--- src/rtl/cpu_pkg.sv ---
// Shared types for the single-bus control unit:
// state encoding, opcodes, IR field bounds and the strobe bundle.
package cpu_pkg;

    localparam logic [4:0] OP_NOP  = 5'd0;
    localparam logic [4:0] OP_LD   = 5'd1;
    localparam logic [4:0] OP_ST   = 5'd2;
    localparam logic [4:0] OP_JMP  = 5'd3;
    localparam logic [4:0] OP_HALT = 5'd4;

    localparam int IR_OP_HI   = 31;
    localparam int IR_OP_LO   = 27;
    localparam int IR_ADDR_HI = 22;
    localparam int IR_ADDR_LO = 0;

    typedef enum logic [3:0] {
        S_IDLE = 4'd0,
        S_F0   = 4'd1,
        S_F1   = 4'd2,
        S_F2   = 4'd3,
        S_DEC  = 4'd4,
        S_LD0  = 4'd5,
        S_LD1  = 4'd6,
        S_LD2  = 4'd7,
        S_ST0  = 4'd8,
        S_ST1  = 4'd9,
        S_ST2  = 4'd10,
        S_J0   = 4'd11,
        S_HALT = 4'd12
    } state_e;

    typedef struct packed {
        logic pco;
        logic iro;
        logic maro;
        logic mdro;
        logic r0o;
        logic pcin;
        logic irin;
        logic marin;
        logic mdrin;
        logic r0in;
        logic inc_pc;
        logic mdr_sel_mem;
        logic mem_rd;
        logic mem_wr;
        logic halted;
    } ctrl_t;

endpackage

--- src/rtl/ctrl_decode.sv ---
// Moore output decode: maps the sequencer state to its strobe bundle.
// Purely combinational; at most one bus source is raised per state.
module ctrl_decode
    import cpu_pkg::*;
(
    input  state_e state_i,
    output ctrl_t  ctrl_o
);

    always_comb begin
        ctrl_o = '0;
        unique case (state_i)
            S_F0: begin
                ctrl_o.pco    = 1'b1;
                ctrl_o.marin  = 1'b1;
                ctrl_o.inc_pc = 1'b1;
            end
            S_F1, S_LD1: begin
                ctrl_o.mem_rd      = 1'b1;
                ctrl_o.mdrin       = 1'b1;
                ctrl_o.mdr_sel_mem = 1'b1;
            end
            S_F2: begin
                ctrl_o.mdro = 1'b1;
                ctrl_o.irin = 1'b1;
            end
            S_LD0, S_ST0: begin
                ctrl_o.iro   = 1'b1;
                ctrl_o.marin = 1'b1;
            end
            S_LD2: begin
                ctrl_o.mdro = 1'b1;
                ctrl_o.r0in = 1'b1;
            end
            S_ST1: begin
                ctrl_o.r0o   = 1'b1;
                ctrl_o.mdrin = 1'b1;
            end
            S_ST2: ctrl_o.mem_wr = 1'b1;
            S_J0: begin
                ctrl_o.iro  = 1'b1;
                ctrl_o.pcin = 1'b1;
            end
            S_HALT: ctrl_o.halted = 1'b1;
            default: ;
        endcase
    end

endmodule

--- src/rtl/control_unit.sv ---
// Hardwired sequencer: fetch, decode and LD/ST/JMP/HALT execute,
// stalling on the memory req/ack handshake; counts retired instructions.
module control_unit
    import cpu_pkg::*;
#(
    parameter int OPW  = 5,
    parameter int CNTW = 16
) (
    input  logic            clock,
    input  logic            clear,
    input  logic            run,
    input  logic [31:0]     ir,
    input  logic            mem_ack,
    output logic            pco,
    output logic            iro,
    output logic            maro,
    output logic            mdro,
    output logic            r0o,
    output logic            pcin,
    output logic            irin,
    output logic            marin,
    output logic            mdrin,
    output logic            r0in,
    output logic            inc_pc,
    output logic            mdr_sel_mem,
    output logic            mem_rd,
    output logic            mem_wr,
    output logic            halted,
    output logic            illegal,
    output logic [CNTW-1:0] instr_count
);

    state_e          state_q, state_d;
    logic            illegal_q, illegal_d;
    logic [CNTW-1:0] cnt_q, cnt_d;
    logic            retire;
    logic [OPW-1:0]  op;
    logic            ir_unused;
    ctrl_t           ctrl;

    assign op        = ir[IR_OP_HI -: OPW];
    assign ir_unused = ^{ir[IR_OP_LO-1:IR_ADDR_HI+1],
                         ir[IR_ADDR_HI:IR_ADDR_LO]};

    always_comb begin
        state_d   = state_q;
        illegal_d = illegal_q;
        retire    = 1'b0;
        unique case (state_q)
            S_IDLE: if (run) state_d = S_F0;
            S_F0:   state_d = S_F1;
            S_F1:   if (mem_ack) state_d = S_F2;
            S_F2:   state_d = S_DEC;
            S_DEC: begin
                if (op == OPW'(OP_LD)) begin
                    state_d = S_LD0;
                end else if (op == OPW'(OP_ST)) begin
                    state_d = S_ST0;
                end else if (op == OPW'(OP_JMP)) begin
                    state_d = S_J0;
                    retire  = 1'b1;
                end else if (op == OPW'(OP_HALT)) begin
                    state_d = S_HALT;
                    retire  = 1'b1;
                end else begin
                    // undefined opcodes retire as NOP but stay flagged
                    if (op != OPW'(OP_NOP)) illegal_d = 1'b1;
                    state_d = S_F0;
                    retire  = 1'b1;
                end
            end
            S_LD0:  state_d = S_LD1;
            S_LD1:  if (mem_ack) state_d = S_LD2;
            S_LD2: begin
                state_d = S_F0;
                retire  = 1'b1;
            end
            S_ST0:  state_d = S_ST1;
            S_ST1:  state_d = S_ST2;
            S_ST2: begin
                if (mem_ack) begin
                    state_d = S_F0;
                    retire  = 1'b1;
                end
            end
            S_J0:   state_d = S_F0;
            S_HALT: state_d = S_HALT;
            default: state_d = S_IDLE;
        endcase
        cnt_d = cnt_q + CNTW'(retire);
    end

    always_ff @(posedge clock) begin
        if (clear) begin
            state_q   <= S_IDLE;
            illegal_q <= 1'b0;
            cnt_q     <= '0;
        end else begin
            state_q   <= state_d;
            illegal_q <= illegal_d;
            cnt_q     <= cnt_d;
        end
    end

    ctrl_decode u_decode (
        .state_i (state_q),
        .ctrl_o  (ctrl)
    );

    assign pco         = ctrl.pco;
    assign iro         = ctrl.iro;
    assign maro        = ctrl.maro;
    assign mdro        = ctrl.mdro;
    assign r0o         = ctrl.r0o;
    assign pcin        = ctrl.pcin;
    assign irin        = ctrl.irin;
    assign marin       = ctrl.marin;
    assign mdrin       = ctrl.mdrin;
    assign r0in        = ctrl.r0in;
    assign inc_pc      = ctrl.inc_pc;
    assign mdr_sel_mem = ctrl.mdr_sel_mem;
    assign mem_rd      = ctrl.mem_rd;
    assign mem_wr      = ctrl.mem_wr;
    assign halted      = ctrl.halted;
    assign illegal     = illegal_q;
    assign instr_count = cnt_q;

endmodule

--- config.mk ---
export PLATFORM = sky130hd
export DESIGN_NAME = control_unit
export DESIGN_NICKNAME = d
export VERILOG_FILES = /design/src/rtl/cpu_pkg.sv /design/src/rtl/ctrl_decode.sv /design/src/rtl/control_unit.sv
export SDC_FILE = /design/constraint.sdc
export NUM_CORES = 1
export LEC_CHECK = 0
export ABC_AREA = 1
export ABC_CLOCK_PERIOD_IN_PS = 1900
export CORE_MARGIN = 4
export CORE_UTILIZATION = 36
export DETAILED_ROUTE_END_ITERATION = 8
export PLACE_DENSITY = 0.81
export SYNTH_ARGS = -nofsm -noshare
export SYNTH_HDL_FRONTEND = slang
export SYNTH_HIERARCHICAL = 1
export SYNTH_SLANG_ARGS = --single-unit
--- constraint.sdc ---
create_clock -name clock -period 1.9 [get_ports clock]
set_input_delay 0.38 -clock clock [delete_from_list [all_inputs] [get_ports clock]]
set_output_delay 0.38 -clock clock [all_outputs]
set_load 0.05 [all_outputs]
After elaboration in Yosys (flattened, before gate mapping)
Index checks and enable logic that the tools add are counted.

word-level totals
  register bits = 21
  latch bits = 0
  memory bits (writable) = 0
  ROM bits = 0
  output and inout port bits = 32
  word-level logic and storage cells = 63
  memories kept = 0

operators by class
  add/subtract/negate cells = 1
  multiply operators = 0
  div/mod/pow operators = 0
  $lt $le $gt $ge = 0
  equal/unequal tests = 20
  shift operators = 0
  mux-type cells = 25
  bitwise gates (word level) = 4
  reductions and logical operators = 10

operators with widths
  kind                number
  $pmux 4 s12         1
  $mux 4              8
  $eq 4x4->1 const B  5
  $add 16x1->16       1
  $eq 4x3->1 const B  4
  $mux 1              14
  $eq 5x2->1 const B  2
  $reduce_or 3->1     3
  $eq 4x2->1 const B  2
  $ne 2x2->1 const B  4
  $reduce_and 6->1    1
  $reduce_or 2->1     3
  $eq 5x1->1 const B  1
  $eq 5x3->1 const B  1
  $reduce_bool 5->1   1
  $eq 4x1->1 const B  1
  $logic_not 4->1     1
  $not 1->1           4
  $reduce_and 4->1    1
  $pmux 1 s3          1
  $mux 2              1

Longest topological paths before layout
  word-level depth = 6
  gate-level depth with buffers = 13
  depth with buffers taken out = 13

Cells and area by module
The synthesis kept the hierarchy.

by module, submodules not included
  module        times used  cells each  area each (sq um)  sequential area each (sq um)
  control_unit  1           179         1213.7             420.4
  ctrl_decode   1           33          152.6              0.0

Least setup slack after synthesis
Ideal clock, no wire load.

  kind = flip-flop to output port
  start point = register state_q[3]
  end point = output mem_wr
  arrival = 1.722 ns
  required time = 1.520 ns
  slack = -0.202 ns
  stages on the path, launching flop included = 4
  buffers on the path = 1
  path through = dfxtp_1 buf_4 inv_2 nor3_1

on the way
  longest elaborated chain between the ends = 2

RTL lines
  element                 line                source
  start, declared         control_unit.sv:33  state_e state_q, state_d;
  start signal, assigned  control_unit.sv:99  state_q <= state_d;
  $eq 4x4->1              ctrl_decode.sv:12   unique case (state_i)
  $mux 1                  ctrl_decode.sv:12
  end, declared           control_unit.sv:27  output logic mem_wr,

No other way between the ends.

Worst setup path in the final report
  start point = register state_q[2]
  end point = register cnt_q[11], in the netlist instr_count[11]

on the way
  longest elaborated chain between the ends = 3
  elaborated cells between the ends (all ways) = 5
  those cells by class = add/sub (1); eq/ne (3); mux (1)

RTL lines
  element                                          line                 source
  $eq 4x4->1 / $eq 4x3->1 (equally long branches)  control_unit.sv:49   unique case (state_q)
  $pmux 1 s3 (*)                                   control_unit.sv:49
  $add 16x1->16 (*)                                control_unit.sv:90   cnt_d = cnt_q + CNTW'(retire);
  end signal, assigned                             control_unit.sv:101  cnt_q <= cnt_d;
  end, declared                                    control_unit.sv:35   logic [CNTW-1:0] cnt_q, cnt_d;

Mark *: on every way between the ends. The rest lies on a longest branch, timed or not.
A chain may end at the register's enable or synchronous reset.

==> flow_metrics.env <==
export IMPL_ant_nets=0
export IMPL_place_congestion=0.838
export IMPL_seq_area_sq_um=425
export IMPL_cts_root_buffer="clkbuf_8"
export IMPL_finalNonFillerCells=318
export IMPL_synth_cells=212
export IMPL_synth_avg_cell_area_sq_um=6.44
export IMPL_firstDrtPassIters=4
export IMPL_antenna_found_initial=0
export IMPL_crit_chain="inv_2, nand2_2, nor3_2, nand2_1, o211ai_1, buf_4, ha_4, nand3_2, inv_2, nand2_4, clkinv_4, nand3_1, and3_1"
export IMPL_crit_slowest_cell="dfxtp_2"
export IMPL_path_class="reg -> reg"
export IMPL_setup_violations_final=0
export IMPL_slew_limit_headroom=0.662
export IMPL_wirelength_microns=3520
export IMPL_leakage_nw=0.933
export IMPL_grt_pass1_wl_microns=5420
export IMPL_grt_pass1_vias=1307
export IMPL_worstSkewPairLatency_ps=260
export IMPL_gr_total_overflow=0
export IMPL_end_kind="flip-flop"
export IMPL_slowest_delay_ps=340
export IMPL_crit_required_ps=2060
export IMPL_status="finished, final reports clean"
export IMPL_vdd_drop_max_uv=442
export IMPL_timing_fmax_mhz=554
export IMPL_core_area_sq_um=3660
export IMPL_hold_buffers=0
export IMPL_arrival_ps=1970
export IMPL_synth_area_sq_um=1370
export IMPL_io_buffers=39
export IMPL_die_h_microns=69.6
export IMPL_row_count=22
export IMPL_diodes=0
export IMPL_clock_sinks=21
export IMPL_report_final_hold_viol_count=0
export IMPL_fin_ws_ps=95.7
export IMPL_min_path_type="reg -> reg"
export IMPL_clk_pin_slew_ps=80
export IMPL_synth_seq_cells=21
export IMPL_pin_count=68
export IMPL_wire_per_inst_microns=11.1
export IMPL_syn2layout_area_growth_pct=60.0
export IMPL_finalClockSkew_ps=1.54
export IMPL_maxCapViolations=0
export IMPL_ys_warn_count=6
export IMPL_pre_cts_ws_ps=-471
export IMPL_worstPathMaxFanout=5
export IMPL_htree_levels=1
export IMPL_vias=1545
export IMPL_layout_min_cycle_time_ps=1800
export IMPL_synth_fp_nets=251
export IMPL_multi_input_area_sq_um=882
export IMPL_initial_core_util=0.373
export IMPL_clockBufferDepth=2
export IMPL_routed_via_density=4.86
export IMPL_cts_tree="yes"
export IMPL_nFillCells=334
export IMPL_start_kind="flip-flop"
export IMPL_placedCellCount=305
export IMPL_drive_above_1_share=0.381
export IMPL_dpl_hpwl_microns=2610
export IMPL_crit_top_cell="inv_2"
export IMPL_seq_area_frac_synth=0.308
export IMPL_tightest_slew_ps=506
export IMPL_yosysUniqueCellTypes=33
export IMPL_drtIter0Drc=69
export IMPL_finalCritPeriodShare=0.950
export IMPL_track_usage=0.134
export IMPL_place_area_sq_um=1990
export IMPL_nNetsFinal=310
export IMPL_final_area_sq_um=2190
export IMPL_grt_start_max_net_pins=15
export IMPL_die_x_microns=69.6
export IMPL_dieArea_sq_um=4840
export IMPL_drc=0
export IMPL_cts_made_buffers=3
export IMPL_fin_total_pwr_mw=1.33
export IMPL_power_density_nw_per_um2=608
export IMPL_maxSlewViolCount=0
==> state kept, by name, indices dropped and copies added (netlist names) <==
name,flops
illegal,1
instr_count,16
state_q,4
==> placed cells by master, fill, tap and decap left out, types with 7 or more instances in the layout <==
cell and instances:
nand2_1 47, nor2_4 7, a21oi_1 9, dfxtp_1 19, inv_1 20, nand4_1 8
buf_12 14, inv_2 11, nor2_1 23, buf_4 37, nand3_1 11
==> repair_timing <==
action	CTS	global route
cloned	0	0
pin swaps	6	7
resized for setup	16	15
setup endpoints to repair	14	16
setup buffers	5	4
==> layer usage <==
metal	share of wire	GRT usage	vias up
li1	-	-	788
met1	0.41	0.147	701
met2	0.52	0.251	52
met3	0.065	0.0377	4
met4	0.0091	0.0325	0
met5	0	0	-
==> logic make-up after synthesis <==
group           after synthesis  share of synthesized area
buf+inv                      39                      0.120
simple gates                122                      0.426
fa+ha+maj                     3                     0.0275
flops                        21                      0.308
other cells                   1                    0.00274
xor+xnor                      2                     0.0128
compound gates               24                      0.103
==> synth_stat cells <==
master,instances,area share
nand2_1,50,0.14
nor2_1,27,0.074
inv_1,24,0.066
dfxtp_1,21,0.31
nand3_1,14,0.051
a21oi_1,9,0.033
nand4_1,8,0.037
inv_2,7,0.019
o21ai_0,6,0.022
nor2_4,5,0.041
nor3_1,5,0.018
buf_4,4,0.022
nand2_2,4,0.018
ha_1,3,0.027
nor2_2,3,0.014
a21oi_2,2,0.013
and3_1,2,0.0092
nand3b_1,2,0.011
o21a_1,2,0.011
a22oi_1,1,0.0055
buf_2,1,0.0037
clkbuf_1,1,0.0027
clkinv_1,1,0.0027
clkinv_2,1,0.0037
conb_1,1,0.0027
nand3_2,1,0.0073
nor3_2,1,0.0073
o211ai_1,1,0.0055
o21ai_1,1,0.0037
o21bai_1,1,0.0055
o22ai_1,1,0.0046
xnor2_1,1,0.0064
xor2_1,1,0.0064
==> cell type report <==
cell class                 count  area share
timing repair buffer          60       0.294
clock inverter                 1     0.00229
inverter                      33      0.0595
tap                           48      0.0275
multi-input combinational    152       0.404
clock buffer                   3      0.0189
sequential                    21       0.195
==> worst paths after layout <==
path                                 from  slack (ps)                    endpoint  depth (start not counted)
setup / recovery  state_q[2]$_SDFFE_PP0P_         100  instr_count[11]$_SDFF_PP0_                         13
hold / removal       illegal$_SDFFE_PP0P_         460        illegal$_SDFFE_PP0P_                          2
setup reg to reg  state_q[2]$_SDFFE_PP0P_         100  instr_count[11]$_SDFF_PP0_                         13
hold reg to reg      illegal$_SDFFE_PP0P_         460        illegal$_SDFFE_PP0P_                          2
==> power by group <==
| group | internal, mW | leakage [nW] | switching [mW] | total [mW] |
|---|---|---|---|---|
| Clock | 0.146 | 0.0255 | 0.149 | 0.295 |
| Combinational | 0.237 | 0.737 | 0.322 | 0.559 |
| Sequential | 0.458 | 0.171 | 0.0162 | 0.474 |
==> stage by stage <==
stage	hold WS (ps)	utilization	TNS [ps]
after global routing	473	0.597	-260
after floorplan	597	-	0
after CTS	458	0.574	0
final	456	0.597	0
after detailed placement	444	0.543	-5850
after global placement	447	0.543	-4660
==> critical path, delay by kind of cell (launching register included) <==
family | cells | cell delay, ps
simple gates | 7 | 710
flops | 1 | 340
compound gates | 1 | 130
buf+inv | 4 | 400
fa+ha+maj | 1 | 120
Note: power is estimated with default switching activity, not from simulation.
